$ cat src/rtl/prom_rd_pkg.sv
// Shared constants for the 27256-style PROM burst reader: default widths and FSM state encoding.
package prom_rd_pkg;

  localparam int ADDR_W_DEF   = 15;
  localparam int DATA_W_DEF   = 8;
  localparam int LEN_W_DEF    = 16;
  localparam int WAIT_CYC_DEF = 3;
  localparam int WAIT_W       = 4;

  localparam logic [1:0] ST_IDLE   = 2'd0;
  localparam logic [1:0] ST_ACCESS = 2'd1;
  localparam logic [1:0] ST_OUT    = 2'd2;

endpackage

$ cat src/rtl/prom_burst_reader_if.sv
// Request, byte-stream and PROM pin bundle; master is the reader, slave is its environment.
interface prom_burst_reader_if #(
  parameter int ADDR_W = 15,
  parameter int DATA_W = 8,
  parameter int LEN_W  = 16
);

  logic              req_valid;
  logic              req_ready;
  logic [ADDR_W-1:0] req_addr;
  logic [LEN_W-1:0]  req_len;
  logic              dout_valid;
  logic              dout_ready;
  logic [DATA_W-1:0] dout_data;
  logic              dout_last;
  logic              done;
  logic [ADDR_W-1:0] rom_addr;
  logic              rom_cs_n;
  logic              rom_oe_n;
  logic [DATA_W-1:0] rom_data_i;

  modport master (
    input  req_valid, req_addr, req_len, dout_ready, rom_data_i,
    output req_ready, dout_valid, dout_data, dout_last, done,
           rom_addr, rom_cs_n, rom_oe_n
  );

  modport slave (
    output req_valid, req_addr, req_len, dout_ready, rom_data_i,
    input  req_ready, dout_valid, dout_data, dout_last, done,
           rom_addr, rom_cs_n, rom_oe_n
  );

endinterface

$ cat src/rtl/prom_wait_cnt.sv
// Access wait-state counter: reloads WAIT_CYC when an access starts and flags the final access cycle.
module prom_wait_cnt
  import prom_rd_pkg::*;
#(
  parameter int WAIT_CYC = WAIT_CYC_DEF
) (
  input  logic clk,
  input  logic rst,
  input  logic load_i,
  input  logic en_i,
  output logic last_o
);

  logic [WAIT_W-1:0] cnt_q;

  always_ff @(posedge clk) begin
    if (rst) begin
      cnt_q <= '0;
    end else if (load_i) begin
      cnt_q <= WAIT_W'(WAIT_CYC);
    end else if (en_i && (cnt_q != '0)) begin
      cnt_q <= cnt_q - 1'b1;
    end
  end

  assign last_o = (cnt_q == '0);

endmodule

$ cat src/rtl/prom_burst_reader.sv
// Burst reader for a 32Kx8 PROM streaming bytes over valid/ready.
// Optional burst checksum outputs are enabled by defining PROM_CKSUM_EN.
module prom_burst_reader
  import prom_rd_pkg::*;
#(
  parameter int ADDR_W   = ADDR_W_DEF,
  parameter int DATA_W   = DATA_W_DEF,
  parameter int LEN_W    = LEN_W_DEF,
  parameter int WAIT_CYC = WAIT_CYC_DEF
) (
  input logic clk,
  input logic rst,
  prom_burst_reader_if.master bus
`ifdef PROM_CKSUM_EN
  ,
  output logic [DATA_W-1:0] cksum,
  output logic              cksum_valid
`endif
);

  logic [1:0]        state_q, state_d;
  logic [ADDR_W-1:0] addr_q, addr_d;
  logic [LEN_W-1:0]  remain_q, remain_d;
  logic              req_ready_q, req_ready_d;
  logic              dout_valid_q, dout_valid_d;
  logic [DATA_W-1:0] dout_data_q, dout_data_d;
  logic              dout_last_q, dout_last_d;
  logic              done_q, done_d;
  logic              strobe_n_q, strobe_n_d;

  logic accept;
  logic capture;
  logic wait_load;
  logic wait_last;

  assign accept  = (state_q == ST_IDLE) && bus.req_valid && req_ready_q;
  assign capture = (state_q == ST_ACCESS) && wait_last;

  prom_wait_cnt #(.WAIT_CYC(WAIT_CYC)) u_wait (
    .clk    (clk),
    .rst    (rst),
    .load_i (wait_load),
    .en_i   (state_q == ST_ACCESS),
    .last_o (wait_last)
  );

  always_comb begin
    state_d      = state_q;
    addr_d       = addr_q;
    remain_d     = remain_q;
    req_ready_d  = req_ready_q;
    dout_valid_d = dout_valid_q;
    dout_data_d  = dout_data_q;
    dout_last_d  = dout_last_q;
    done_d       = 1'b0;
    strobe_n_d   = strobe_n_q;
    wait_load    = 1'b0;

    case (state_q)
      ST_IDLE: begin
        if (accept) begin
          dout_last_d = 1'b0;
          if (bus.req_len == '0) begin
            done_d = 1'b1;
          end else begin
            addr_d      = bus.req_addr;
            remain_d    = bus.req_len;
            req_ready_d = 1'b0;
            strobe_n_d  = 1'b0;
            wait_load   = 1'b1;
            state_d     = ST_ACCESS;
          end
        end
      end

      ST_ACCESS: begin
        if (capture) begin
          dout_data_d  = bus.rom_data_i;
          dout_valid_d = 1'b1;
          dout_last_d  = (remain_q == LEN_W'(1));
          strobe_n_d   = 1'b1;
          state_d      = ST_OUT;
        end
      end

      ST_OUT: begin
        // Strobes stay off here so the PROM is idle while a byte waits for the consumer.
        if (bus.dout_ready) begin
          dout_valid_d = 1'b0;
          if (dout_last_q) begin
            dout_last_d = 1'b0;
            done_d      = 1'b1;
            req_ready_d = 1'b1;
            state_d     = ST_IDLE;
          end else begin
            addr_d     = addr_q + 1'b1;
            remain_d   = remain_q - 1'b1;
            strobe_n_d = 1'b0;
            wait_load  = 1'b1;
            state_d    = ST_ACCESS;
          end
        end
      end

      default: begin
        state_d = ST_IDLE;
      end
    endcase
  end

  always_ff @(posedge clk) begin
    if (rst) begin
      state_q      <= ST_IDLE;
      addr_q       <= '0;
      remain_q     <= '0;
      req_ready_q  <= 1'b1;
      dout_valid_q <= 1'b0;
      dout_data_q  <= '0;
      dout_last_q  <= 1'b0;
      done_q       <= 1'b0;
      strobe_n_q   <= 1'b1;
    end else begin
      state_q      <= state_d;
      addr_q       <= addr_d;
      remain_q     <= remain_d;
      req_ready_q  <= req_ready_d;
      dout_valid_q <= dout_valid_d;
      dout_data_q  <= dout_data_d;
      dout_last_q  <= dout_last_d;
      done_q       <= done_d;
      strobe_n_q   <= strobe_n_d;
    end
  end

  assign bus.req_ready  = req_ready_q;
  assign bus.dout_valid = dout_valid_q;
  assign bus.dout_data  = dout_data_q;
  assign bus.dout_last  = dout_last_q;
  assign bus.done       = done_q;
  assign bus.rom_addr   = addr_q;
  assign bus.rom_cs_n   = strobe_n_q;
  assign bus.rom_oe_n   = strobe_n_q;

`ifdef PROM_CKSUM_EN
  logic [DATA_W-1:0] cksum_q;
  logic              cksum_valid_q;

  // Sum is cleared on accept so an empty burst reports zero alongside its done pulse.
  always_ff @(posedge clk) begin
    if (rst) begin
      cksum_q       <= '0;
      cksum_valid_q <= 1'b0;
    end else begin
      cksum_valid_q <= done_d;
      if (accept) begin
        cksum_q <= '0;
      end else if (capture) begin
        cksum_q <= cksum_q + bus.rom_data_i;
      end
    end
  end

  assign cksum       = cksum_q;
  assign cksum_valid = cksum_valid_q;
`endif

endmodule
$ cat src/flat_wrapper.sv
// flat-port wrapper written by rule: the top's interface ports become plain ports
module prom_burst_reader_flat import prom_rd_pkg::*;
#(
  parameter int ADDR_W   = ADDR_W_DEF,
  parameter int DATA_W   = DATA_W_DEF,
  parameter int LEN_W    = LEN_W_DEF,
  parameter int WAIT_CYC = WAIT_CYC_DEF
)
  (clk, rst, bus_req_valid, bus_req_addr, bus_req_len, bus_dout_ready, bus_rom_data_i, bus_req_ready, bus_dout_valid, bus_dout_data, bus_dout_last, bus_done, bus_rom_addr, bus_rom_cs_n, bus_rom_oe_n);
  prom_burst_reader_if #(.ADDR_W(ADDR_W), .DATA_W(DATA_W), .LEN_W(LEN_W)) bus_i ();
  input logic clk;
  input logic rst;
  input wire logic [$bits(bus_i.req_valid)-1:0] bus_req_valid;
  input wire logic [$bits(bus_i.req_addr)-1:0] bus_req_addr;
  input wire logic [$bits(bus_i.req_len)-1:0] bus_req_len;
  input wire logic [$bits(bus_i.dout_ready)-1:0] bus_dout_ready;
  input wire logic [$bits(bus_i.rom_data_i)-1:0] bus_rom_data_i;
  output wire logic [$bits(bus_i.req_ready)-1:0] bus_req_ready;
  output wire logic [$bits(bus_i.dout_valid)-1:0] bus_dout_valid;
  output wire logic [$bits(bus_i.dout_data)-1:0] bus_dout_data;
  output wire logic [$bits(bus_i.dout_last)-1:0] bus_dout_last;
  output wire logic [$bits(bus_i.done)-1:0] bus_done;
  output wire logic [$bits(bus_i.rom_addr)-1:0] bus_rom_addr;
  output wire logic [$bits(bus_i.rom_cs_n)-1:0] bus_rom_cs_n;
  output wire logic [$bits(bus_i.rom_oe_n)-1:0] bus_rom_oe_n;
  assign bus_i.req_valid = bus_req_valid;
  assign bus_i.req_addr = bus_req_addr;
  assign bus_i.req_len = bus_req_len;
  assign bus_i.dout_ready = bus_dout_ready;
  assign bus_i.rom_data_i = bus_rom_data_i;
  assign bus_req_ready = bus_i.req_ready;
  assign bus_dout_valid = bus_i.dout_valid;
  assign bus_dout_data = bus_i.dout_data;
  assign bus_dout_last = bus_i.dout_last;
  assign bus_done = bus_i.done;
  assign bus_rom_addr = bus_i.rom_addr;
  assign bus_rom_cs_n = bus_i.rom_cs_n;
  assign bus_rom_oe_n = bus_i.rom_oe_n;
  prom_burst_reader #(.ADDR_W(ADDR_W), .DATA_W(DATA_W), .LEN_W(LEN_W), .WAIT_CYC(WAIT_CYC)) u_core (.clk(clk), .rst(rst), .bus(bus_i));
endmodule
$ cat config.mk
export PLATFORM = sky130hd
export DESIGN_NAME = prom_burst_reader_flat
export DESIGN_NICKNAME = d
export VERILOG_FILES = /design/src/rtl/prom_rd_pkg.sv /design/src/rtl/prom_burst_reader_if.sv /design/src/rtl/prom_wait_cnt.sv /design/src/rtl/prom_burst_reader.sv /design/src/flat_wrapper.sv
export SDC_FILE = /design/constraint.sdc
export NUM_CORES = 1
export LEC_CHECK = 0
export CAP_MARGIN = 20
export CORE_ASPECT_RATIO = 0.75
export CORE_MARGIN = 2
export CORE_UTILIZATION = 35
export DETAILED_ROUTE_END_ITERATION = 8
export PLACE_DENSITY = 0.71
export SETUP_SLACK_MARGIN = 0.05
export SLEW_MARGIN = 20
export SYNTH_ARGS = -nofsm -noshare
export SYNTH_HDL_FRONTEND = slang
export SYNTH_SLANG_ARGS = --single-unit
$ cat constraint.sdc
create_clock -name clk -period 2.25 [get_ports clk]
set_input_delay 0.45 -clock clk [delete_from_list [all_inputs] [get_ports clk]]
set_output_delay 0.45 -clock clk [all_outputs]
set_load 0.05 [all_outputs]
### Word level (Yosys, flattened, before mapping)

Cells that the tools add are included.

| storage, ports and cells | value |
|---|---|
| word-level logic and storage cells | 85 |
| output and inout bits | 29 |
| flip-flop bits (word level) | 50 |

| operators by class | value |
|---|---|
| muxes and demuxes | 42 |
| equal/unequal tests | 9 |
| $add $sub $neg | 3 |
| reduce and logical (&&, ||, !) cells | 20 |

Operator list:

| kind | count |
|---|---|
| $mux 16 | 4 |
| $mux 15 | 4 |
| $pmux 16 s2 | 1 |
| $pmux 15 s2 | 1 |
| $mux 1 | 19 |
| $eq 16x1->1 const B | 1 |
| $logic_not 16->1 | 1 |
| $sub 16x1->16 const B | 1 |
| $add 15x1->15 const B | 1 |
| $mux 2 | 6 |
| $reduce_and 5->1 | 2 |
| $pmux 1 s2 | 4 |
| $reduce_and 4->1 | 2 |
| $ne 2x1->1 const B | 3 |
| $ne 2x2->1 const B | 3 |
| $pmux 1 s3 | 2 |
| $pmux 2 s3 | 1 |
| $reduce_and 6->1 | 1 |
| $reduce_bool 2->1 | 3 |
| $logic_and 1x1->1 | 4 |
| $logic_not 4->1 | 1 |
| $reduce_bool 4->1 | 1 |
| $sub 4x1->4 const B | 1 |
| $reduce_and 3->1 | 1 |
| 6 further kinds | 6 |

### Depth between registers and ports, before layout

Gate-level depths: netlist (run 1).

| depth | value |
|---|---|
| word-level depth | 6 |
| mapped depth | 7 |
| mapped depth without buffers | 7 |

### By module

A second synthesis (run 1) with hierarchy kept.

| unflattened totals | value |
|---|---|
| cell total of the unflattened synthesis | 377 |
| area total of the unflattened synthesis | 2753.9 um2 |

By module, submodules not included:

| module | cells each | instances | area each (um2) | seq. area each (um2) |
|---|---|---|---|---|
| prom_burst_reader | 351 | 1 | 2533.7 | 920.9 |
| prom_wait_cnt | 26 | 1 | 220.2 | 80.1 |

### Worst setup path after synthesis (run 1)

Ideal clock, no wire load.

| timing path | value |
|---|---|
| path kind | input -> register |
| from | input bus_req_len[1] |
| to | register u_core.addr_q[0], in the netlist u_core.bus.rom_addr[0] |
| setup slack | 0.143 ns |
| arrival time | 1.944 ns |
| path buffers | 1 |
| required time | 2.088 ns |
| stages | 6 |
| path through | or4_4 o41ai_4 o21ai_2 clkbuf_1 a21oi_1 a311oi_2 |

| between the ends | value |
|---|---|
| word-level cells in the longest chain between the ends | 3 |

RTL lines:

| element | RTL line | RTL |
|---|---|---|
| from (decl) | flat_wrapper.sv:15 | `input wire logic [$bits(bus_i.req_len)-1:0] bus_req_len;` |
| $logic_not 16->1 | prom_burst_reader.sv:63 | `if (bus.req_len == '0) begin` |
| $ne 2x2->1 (no source line) | - |  |
| $reduce_and 5->1 (no source line) | - |  |
| to (signal assigned) | prom_burst_reader.sv:124 | `addr_q <= addr_d;` |
| to (decl) | prom_burst_reader.sv:22 | `logic [ADDR_W-1:0] addr_q, addr_d;` |

No other way between the ends.
A chain may end at the register's enable or synchronous reset.

### Worst setup path after layout (run 1)

| timing path | value |
|---|---|
| from | input bus_req_len[4] |
| to | register u_core.remain_q[4] |

| between the ends | value |
|---|---|
| word-level cells in the longest chain between the ends | 3 |

RTL lines:

| element | RTL line | RTL |
|---|---|---|
| $logic_not 16->1 / $mux 16 (equally long branches) | prom_burst_reader.sv:63 |  |
| $ne 2x2->1 (no source line) / $mux 16 (equally long branches) | - |  |
| $reduce_and 5->1 (no source line) / $pmux 16 s2 (equally long branches) | - |  |
| to (signal assigned) | prom_burst_reader.sv:125 | `remain_q <= remain_d;` |
| to (decl) | prom_burst_reader.sv:23 | `logic [LEN_W-1:0] remain_q, remain_d;` |

Several ways; a longest one is shown, not always the timed one. The select of a mux whose other input is x is not followed.

==> run_results.csv, run 1 <==
group,metric,value,unit
run_status,outcome,"finished clean",
power_and_ir_drop,cellPowerDensity,782,nW/um^2
detailed_routing,viasPerCell,5.50,
yosys,synth_area_leader_cell,"dfxtp_1",
placed_design,dp_slack,-0.488,ns
clocking,htree_levels,2,
timing,tightestPinTransition,0.579,ns
clocking,cts_sinks,50,
setup_path,crit_required,2.48,ns
timing,fmax,461,MHz
floorplan,start_util,36.2,%
detailed_routing,detail-route-antenna-nets,0,
yosys,synthTopCellsByArea,"dfxtp_1 (35%), nand2_1 (6.2%), a21oi_1 (4.5%)",
clocking,cts_buffer_depth,2,
yosys,netlist_top_cells_count,"dfxtp_1 (50), nand2_1 (47), a21oi_1 (26), nor2_1 (20), nand3_1 (18)",
power_and_ir_drop,intPower,1.93,mW
yosys,synth_cell_types,54,
global_routing,grt_pass1_vias,2724,
yosys,yosysSeqAreaShare,34.9,%
setup_path,path_class,"input pin to flop",
power_and_ir_drop,vdd_drop_max,335,uV
clocking,clk_pin_slew,0.10,ns
power_and_ir_drop,power.leakage,1.49,nW
global_routing,grt_overflow,0,
power_and_ir_drop,finalPower,3.18,mW
cells_and_area,diodes,0,
timing,setup_ws,0.0789,ns
detailed_routing,wl_met3,552,microns
cells_and_area,area_growth,41.7,%
yosys,syn_inst,348,
timing,drv_slew,0,
yosys,synth_area,2860,sq um
global_routing,track_usage,19.3,%
cells_and_area,final_cells,544,
yosys,synth_edf_count,0,
detailed_routing,first_iter_violations,207,
setup_path,cpPeakStageDelay,0.57,ns
cells_and_area,post-route-cell-area,4060,sq um
setup_path,critPathLaunchType,"input pin",
detailed_routing,wl_met2,3990,microns
setup_path,worst-path-max-fanout,4,
timing,skew,0.00965,ns
setup_path,cp_cell_sequence,"dlygate4sd2_1 > or4_4 > o41ai_4 > buf_4 > o21ai_4 > buf_4 > a211o_1 > o31ai_1",
clocking,clockRootBuffer,"clkbuf_8",
placed_design,gp_congestion,0.861,
setup_path,crit_family,"compound AO/OA/AOI/OAI gates",
setup_path,cp_common_cell,"buf_4",
worst_hold_path,min_path_type,"flop to flop",
detailed_routing,vias,2990,
timing,max_slew_margin,61.3,%
yosys,async_flop_share,0,%
yosys,yosys_warnings,0,
yosys,yosysMostFrequentCell,"dfxtp_1",
global_routing,grt_pass1_wl,13700,microns
timing,whs,0.461,ns
yosys,synthFlopType,"dfxtp_1",
power_and_ir_drop,swShare,39.4,%
placed_design,dp_cells,532,
setup_path,crit_path_top_delay_cell,"or4_4",
global_routing,antenna_found_initial,0,
clocking,cts_buffers,5,
cells_and_area,drive_gt1_share,19.8,%
timing,period_share,96.5,%
clocking,cts_hold_buf,0,
floorplan,rows,28,
timing,grt_setup_unrepaired,"no",
detailed_routing,dr.pass1.iters,7,
timing,setup_viol,0,
cells_and_area,nNetsFinal,485,
detailed_routing,wl_met1,3890,microns
detailed_routing,wl,8530,microns
job,cap_violations,0,
detailed_routing,routed.top_layer,"met4",
yosys,synth_seq_cells,50,
yosys,syn_nets,395,
power_and_ir_drop,p_clk_share,20.9,%
timing,hold_violations,0,
floorplan,core,7920,sq um
floorplan,die-height,82.3,microns
placed_design,place_hpwl,6090,microns
floorplan,dieArea,8930,sq um
setup_path,path_buf_inv,3,
detailed_routing,drc_errors,0,
cells_and_area,fillers,743,
power_and_ir_drop,pwr-share-seq,36.2,%
yosys,synth_top_area_share,34.9,%
setup_path,cp-end-kind,"flop",
floorplan,ioPinCount,72,
clocking,clk_latency,0.31,ns
power_and_ir_drop,power.switching,1.25,mW
placed_design,post_dp_cell_area,3840,sq um
yosys,synth_area_per_cell,8.23,sq um
floorplan,die_x,108,microns
global_routing,grt_max_degree,21,
detailed_routing,wl_per_cell,15.7,microns
timing,period_needed,2.17,ns
power_and_ir_drop,combPwrFrac,42.9,%
setup_path,cp.arrival,2.40,ns
placed_design,io_buffer_count,71,
clocking,cts_tree,"yes",
[power by group through the flow]
| stage | Sequential [mW] | Clock, mW | Combinational [mW] |
|---|---|---|---|
| final | 1.15 | 0.664 | 1.36 |
| after global routing | 1.17 | 0.709 | 1.47 |
| after CTS | 1.14 | 0.675 | 1.32 |
| after detailed placement | 1.16 | 0 | 1.28 |
| after global placement | 1.16 | 0 | 1.26 |
| after floorplan | 1.34 | 0 | 0.658 |
[worst register-to-register path, stage by stage, from the launching register on]
cell	delay [ns]
dfxtp_1	0.36
or4_1	0.59
or4_1	0.56
o32ai_1	0.29
nand2_1	0.10
a21oi_2	0.12
[area by class of cell]
type	instances	area [sq um]	area share, %
clock buffers	5	68.8	1.70
repair buffers	108	1040	25.7
flip-flops and latches	50	1000	24.7
inverters	8	30.0	0.740
clock inverters	3	43.8	1.08
well taps	105	131	3.24
multi-input cells	265	1740	42.8
[through the flow]
step	setup TNS, ns	utilization (%)
6_report	0	51.3
5_1_grt	0	51.3
4_1_cts	0	50.5
3_5_place_dp	-13.67	48.5
3_3_place_gp	-11.66	48.5
2_1_floorplan	0	-
[logic make-up after synthesis]
group	Yosys count	share of synthesized area [%]
xor+xnor	9	2.75
fa+ha+maj	4	1.75
buf+inv	33	5.81
simple gates	149	27.5
flops	50	34.9
mux	1	0.350
compound gates	102	26.9
[sequential cells by signal, indices dropped and copies added, names as in the netlist]
| name | count |
|---|---|
| u_core.bus.rom_addr | 15 |
| u_core.bus.dout_valid | 1 |
| u_core.state_q | 2 |
| u_core.u_wait.cnt_q | 4 |
| u_core.bus.dout_data | 8 |
| u_core.bus.req_ready | 1 |
| u_core.bus.done | 1 |
| u_core.bus.dout_last | 1 |
| u_core.bus.rom_cs_n | 1 |
| u_core.remain_q | 16 |
[layout by cell type (no fill, tap or decap), types with 3 or more instances in the layout]
cell / n
a211oi_1: 8
inv_1: 7
nor3_2: 5
dfxtp_1: 50
xor2_1: 3
nand4_1: 4
a221oi_2: 7
nor2_1: 20
nand2b_1: 8
clkdlybuf4s50_1: 55
a31oi_1: 3
o21a_1: 3
nand3_1: 18
dlymetal6s2s_1: 5
nor4_1: 6
o21ai_0: 14
or4_1: 3
nor3_1: 12
buf_12: 3
a21oi_2: 9
or4_4: 4
ha_1: 4
nand2_1: 47
clkbuf_8: 5
o22ai_1: 4
o21ai_2: 5
dlygate4sd2_1: 10
nand4b_1: 3
nor2b_1: 5
a21oi_1: 24
a311oi_1: 4
xnor2_1: 6
o32ai_1: 3
buf_4: 32
[final timing paths]
kind | startpoint | to | slack (ns) | cells past startpoint
max | bus_req_len[4] | u_core.remain_q[4]$_SDFFE_PP0P_ | 0.08 | 8
min | u_core.bus.dout_data[1]$_SDFFE_PP0P_ | u_core.bus.dout_data[1]$_SDFFE_PP0P_ | 0.46 | 2
max reg2reg | u_core.remain_q[10]$_SDFFE_PP0P_ | u_core.remain_q[15]$_SDFFE_PP0P_ | 0.18 | 5
min reg2reg | u_core.bus.dout_data[1]$_SDFFE_PP0P_ | u_core.bus.dout_data[1]$_SDFFE_PP0P_ | 0.46 | 2
[what timing repair did]
action                                  4_1_cts  5_1_grt
resized for setup                            15       13
pin swaps                                     4        3
cloned                                        1        0
endpoints found under the setup margin       34       32
setup buffers                                 2        1
[per-layer routing]
layer	track usage, %	vias up
met2	31.2	110
met4	3.97	0
met5	0	-
met3	4.00	8
met1	26.8	1398
li1	-	1474
Power figures use the tool's default switching activity.
==> inputs of run 2 (changes only) <==
Settings changed: CTS_BUF_LIST set to sky130_fd_sc_hd__clkbuf_8, RECOVER_POWER set to 50.
==> run_results.csv, run 2 (synthesis gave the netlist of run 1 again) <==
group,metric,value,unit
detailed_routing,viasPerCell,5.45,
timing,drv_slew,0,
clocking,cts_buffers,5,
detailed_routing,first_iter_violations,181,
clocking,cts_buffer_depth,2,
detailed_routing,drc_errors,0,
floorplan,rows,28,
power_and_ir_drop,vdd_drop_max,333,uV
power_and_ir_drop,cellPowerDensity,776,nW/um^2
run_status,outcome,"finished clean",
cells_and_area,area_growth,41.6,%
setup_path,worst-path-max-fanout,4,
global_routing,grt_overflow,0,
detailed_routing,dr.pass1.iters,5,
setup_path,crit_path_top_delay_cell,"or4_4",
timing,setup_viol,0,
cells_and_area,largest-register,"u_core.remain_q",
cells_and_area,diodes,0,
clocking,cts_hold_buf,0,
placed_design,dp_cells,532,
timing,max_slew_margin,61.7,%
setup_path,cp.arrival,2.40,ns
setup_path,crit_required,2.47,ns
timing,skew,0.00890,ns
floorplan,start_util,36.2,%
cells_and_area,drive_gt1_share,19.6,%
setup_path,crit_path_start,"bus_req_len[4]",
timing,grt_setup_unrepaired,"no",
floorplan,ioPinCount,72,
clocking,clk_pin_slew,0.10,ns
placed_design,gp_congestion,0.861,
global_routing,antenna_found_initial,0,
global_routing,grt_pass1_vias,2724,
setup_path,path_class,"input pin to flop",
clocking,clk_latency,0.31,ns
timing,fmax,460,MHz
detailed_routing,detail-route-antenna-nets,0,
cells_and_area,largest_reg_flops,16,
clocking,clockRootBuffer,"clkbuf_8",
worst_hold_path,min_path_type,"flop to flop",
floorplan,die_x,108,microns
timing,period_needed,2.17,ns
global_routing,grt_max_degree,21,
cells_and_area,nNetsFinal,485,
cells_and_area,final_common_cell,"dfxtp_1",
power_and_ir_drop,finalPower,3.15,mW
cells_and_area,layout_common_cells,"dfxtp_1 (50), nand2_1 (47), clkdlybuf4s50_1 (33)",
global_routing,grt_pass1_wl,13700,microns
clocking,cts_sinks,50,
job,cap_violations,0,
setup_path,critPathLaunchType,"input pin",
timing,whs,0.458,ns
timing,tightestPinTransition,0.574,ns
setup_path,r2r_slack,0.19,ns
detailed_routing,vias,2965,
setup_path,cp_cell_sequence,"dlygate4sd2_1 > or4_4 > o41ai_4 > buf_4 > o21ai_4 > buf_4 > a211o_1 > o31ai_1",
placed_design,place_hpwl,6090,microns
setup_path,cpPeakStageDelay,0.58,ns
cells_and_area,final_cells,544,
detailed_routing,wl,8500,microns
placed_design,io_buffer_count,71,
detailed_routing,wl_per_cell,15.6,microns
floorplan,die-height,82.3,microns
floorplan,core,7920,sq um
clocking,htree_levels,2,
worst_hold_path,worstHoldStart,"u_core.bus.dout_data[1]$_SDFFE_PP0P_",
floorplan,dieArea,8930,sq um
setup_path,cp_common_cell,"buf_4",
power_and_ir_drop,power.leakage,1.54,nW
placed_design,post_dp_cell_area,3840,sq um
setup_path,rr_startpoint,"u_core.remain_q[10]$_SDFFE_PP0P_",
timing,hold_violations,0,
cells_and_area,post-route-cell-area,4060,sq um
setup_path,cp-end-kind,"flop",
global_routing,track_usage,19.3,%
clocking,cts_tree,"yes",
timing,period_share,96.6,%
timing,tns,0,ns
[run 2: worst max-delay path: cells and delay by family]
kind | cells | cell delay, ns
buffers and inverters | 3 | 0.58
AND/OR/NAND/NOR | 1 | 0.58
AO/OA/AOI/OAI | 4 | 0.78
[run 2: final timing paths]
check                                          to  cells past startpoint
max               u_core.remain_q[4]$_SDFFE_PP0P_                      8
min          u_core.bus.dout_data[1]$_SDFFE_PP0P_                      2
min reg2reg  u_core.bus.dout_data[1]$_SDFFE_PP0P_                      2
max reg2reg      u_core.remain_q[15]$_SDFFE_PP0P_                      5
[run 2: layout make-up]
cell class / count / area (sq um)
inverters: 8 / 30.0
clock inverters: 3 / 43.8
fillers: 745 / 3860
well taps: 105 / 131
flip-flops and latches: 50 / 1000
clock buffers: 5 / 68.8
repair buffers: 108 / 1040
multi-input cells: 265 / 1740
[run 2: per-stage QoR]
step	util, %	setup slack (ns)
finish	51.2	0.0771
global route	51.2	0.0387
CTS	50.5	0.0550
detailed placement	48.5	-0.488
global placement	48.5	-0.426
floorplan	-	0.143
[run 2: repair_timing]
| action | CTS | global route |
|---|---|---|
| setup buffers | 2 | 1 |
| pin swaps | 4 | 3 |
| hold endpoints to repair | 0 | 0 |
| endpoints found under the setup margin | 34 | 32 |
| gates cloned | 1 | 0 |
| resized for setup | 15 | 13 |
[run 2: layer usage]
metal | track usage [%] | vias to the layer above | wire [microns]
met5 | 0 | - | 0
met4 | 3.97 | 0 | 80
met3 | 4.00 | 6 | 501
met2 | 31.2 | 93 | 4040
met1 | 26.8 | 1396 | 3880
li1 | - | 1470 | -
[run 2: report_power, final]
part	leakage, nW	internal [mW]	switching, mW
Combinational	1.07	0.570	0.771
Clock	0.0585	0.334	0.326
Sequential	0.411	1.00	0.142
Total	1.54	1.91	1.24
==> inputs of run 3 (changes only) <==
Settings changed: RECOVER_POWER 50 to 25.
==> run_results.csv, run 3 (synthesis gave the netlist of run 1 again) <==
group,metric,value,unit
power_and_ir_drop,power.leakage,1.50,nW
clocking,clockRootBuffer,"clkbuf_8",
detailed_routing,first_iter_violations,207,
global_routing,track_usage,19.3,%
timing,setup_viol,0,
detailed_routing,viasPerCell,5.49,
clocking,htree_levels,2,
floorplan,start_util,36.2,%
setup_path,critPathLaunchType,"input pin",
cells_and_area,layout_common_cells,"clkdlybuf4s50_1 (52), dfxtp_1 (50), nand2_1 (47)",
floorplan,dieArea,8930,sq um
cells_and_area,post-route-cell-area,4060,sq um
clocking,cts_tree,"yes",
floorplan,die-height,82.3,microns
power_and_ir_drop,cellPowerDensity,782,nW/um^2
timing,tns,0,ns
cells_and_area,final_common_cell,"clkdlybuf4s50_1",
global_routing,grt_pass1_wl,13700,microns
timing,skew,0.0106,ns
clocking,cts_hold_buf,0,
timing,drv_slew,0,
detailed_routing,wl,8500,microns
timing,grt_setup_unrepaired,"no",
run_status,outcome,"finished clean",
timing,whs,0.461,ns
cells_and_area,drive_gt1_share,19.8,%
timing,period_needed,2.17,ns
detailed_routing,detail-route-antenna-nets,0,
detailed_routing,dr.pass1.iters,5,
timing,fmax,461,MHz
global_routing,grt_max_degree,21,
clocking,clk_latency,0.32,ns
cells_and_area,multi_input_area,1740,sq um
global_routing,busiest_layer,"met2",
timing,tightestPinTransition,0.579,ns
timing,period_share,96.4,%
cells_and_area,nNetsFinal,485,
global_routing,antenna_found_initial,0,
clocking,cts_buffers,5,
timing,hold_violations,0,
job,cap_violations,0,
clocking,cts_sinks,50,
setup_path,cp.arrival,2.40,ns
detailed_routing,drc_errors,0,
timing,setup_ws,0.0800,ns
cells_and_area,largest_reg_flops,16,
global_routing,gr-usage-met1,26.8,%
global_routing,grt_pass1_vias,2724,
global_routing,met2_usage,31.2,%
setup_path,path_class,"input pin to flop",
placed_design,place_hpwl,6090,microns
global_routing,grt_overflow,0,
setup_path,cp-end-kind,"flop",
placed_design,post_dp_cell_area,3840,sq um
setup_path,crit_required,2.48,ns
detailed_routing,vias,2986,
worst_hold_path,min_path_type,"flop to flop",
placed_design,io_buffer_count,71,
floorplan,ioPinCount,72,
power_and_ir_drop,vdd_drop_max,334,uV
cells_and_area,largest-register,"u_core.remain_q",
cells_and_area,regArea,1000,sq um
timing,max_slew_margin,61.3,%
cells_and_area,diodes,0,
setup_path,worst-path-max-fanout,4,
floorplan,core,7920,sq um
floorplan,die_x,108,microns
cells_and_area,area_growth,41.7,%
cells_and_area,fillers,743,
clocking,cts_buffer_depth,2,
placed_design,dp_slack,-0.488,ns
global_routing,met3_usage,4.00,%
clocking,clk_pin_slew,0.10,ns
placed_design,gp_congestion,0.861,
detailed_routing,wl_per_cell,15.6,microns
floorplan,rows,28,
run 3: power breakdown:
part / switching (mW) / total (mW) / internal, mW
sequential: 0.144 / 1.15 / 1.00
combinational: 0.775 / 1.36 / 0.586
clock: 0.330 / 0.664 / 0.334
total: 1.25 / 3.17 / 1.92
run 3: routing by layer:
metal | wire, microns | up-vias
met5 | 0 | -
met4 | 110 | 0
met3 | 552 | 10
met2 | 3970 | 107
met1 | 3860 | 1396
li1 | - | 1473
run 3: what timing repair did:
action,in CTS,in global routing
resized for setup,15,13
pin swaps,4,3
gates cloned,1,0
setup endpoints to repair,34,32
setup buffers,2,1
run 3: worst paths after layout:
kind,endpoint,from,slack [ns],cells past startpoint
max reg2reg,u_core.remain_q[15]$_SDFFE_PP0P_,u_core.remain_q[10]$_SDFFE_PP0P_,0.17,5
min reg2reg,u_core.bus.dout_data[1]$_SDFFE_PP0P_,u_core.bus.dout_data[1]$_SDFFE_PP0P_,0.46,2
max,u_core.remain_q[4]$_SDFFE_PP0P_,bus_req_len[4],0.08,8
min,u_core.bus.dout_data[1]$_SDFFE_PP0P_,u_core.bus.dout_data[1]$_SDFFE_PP0P_,0.46,2
run 3: layout make-up:
| cell class | count | area share, % |
|---|---|---|
| clock buffers | 5 | 1.70 |
| well taps | 105 | 3.24 |
| clock inverters | 3 | 1.08 |
| multi-input cells | 265 | 42.8 |
| repair buffers | 108 | 25.7 |
| flip-flops and latches | 50 | 24.7 |
| inverters | 8 | 0.740 |
run 3: worst max-delay path, stage by stage:
cell	delay, ns
dlygate4sd2_1	0.25
or4_4	0.57
o41ai_4	0.41
buf_4	0.19
o21ai_4	0.07
buf_4	0.15
a211o_1	0.24
o31ai_1	0.06
run 3: per-stage QoR:
stage	instances	power (mW)	util, %
after floorplan	348	2.00	-
after global placement	532	2.42	48.5
after detailed placement	532	2.44	48.5
after CTS	543	3.13	50.5
after global routing	544	3.35	51.3
final	544	3.17	51.3
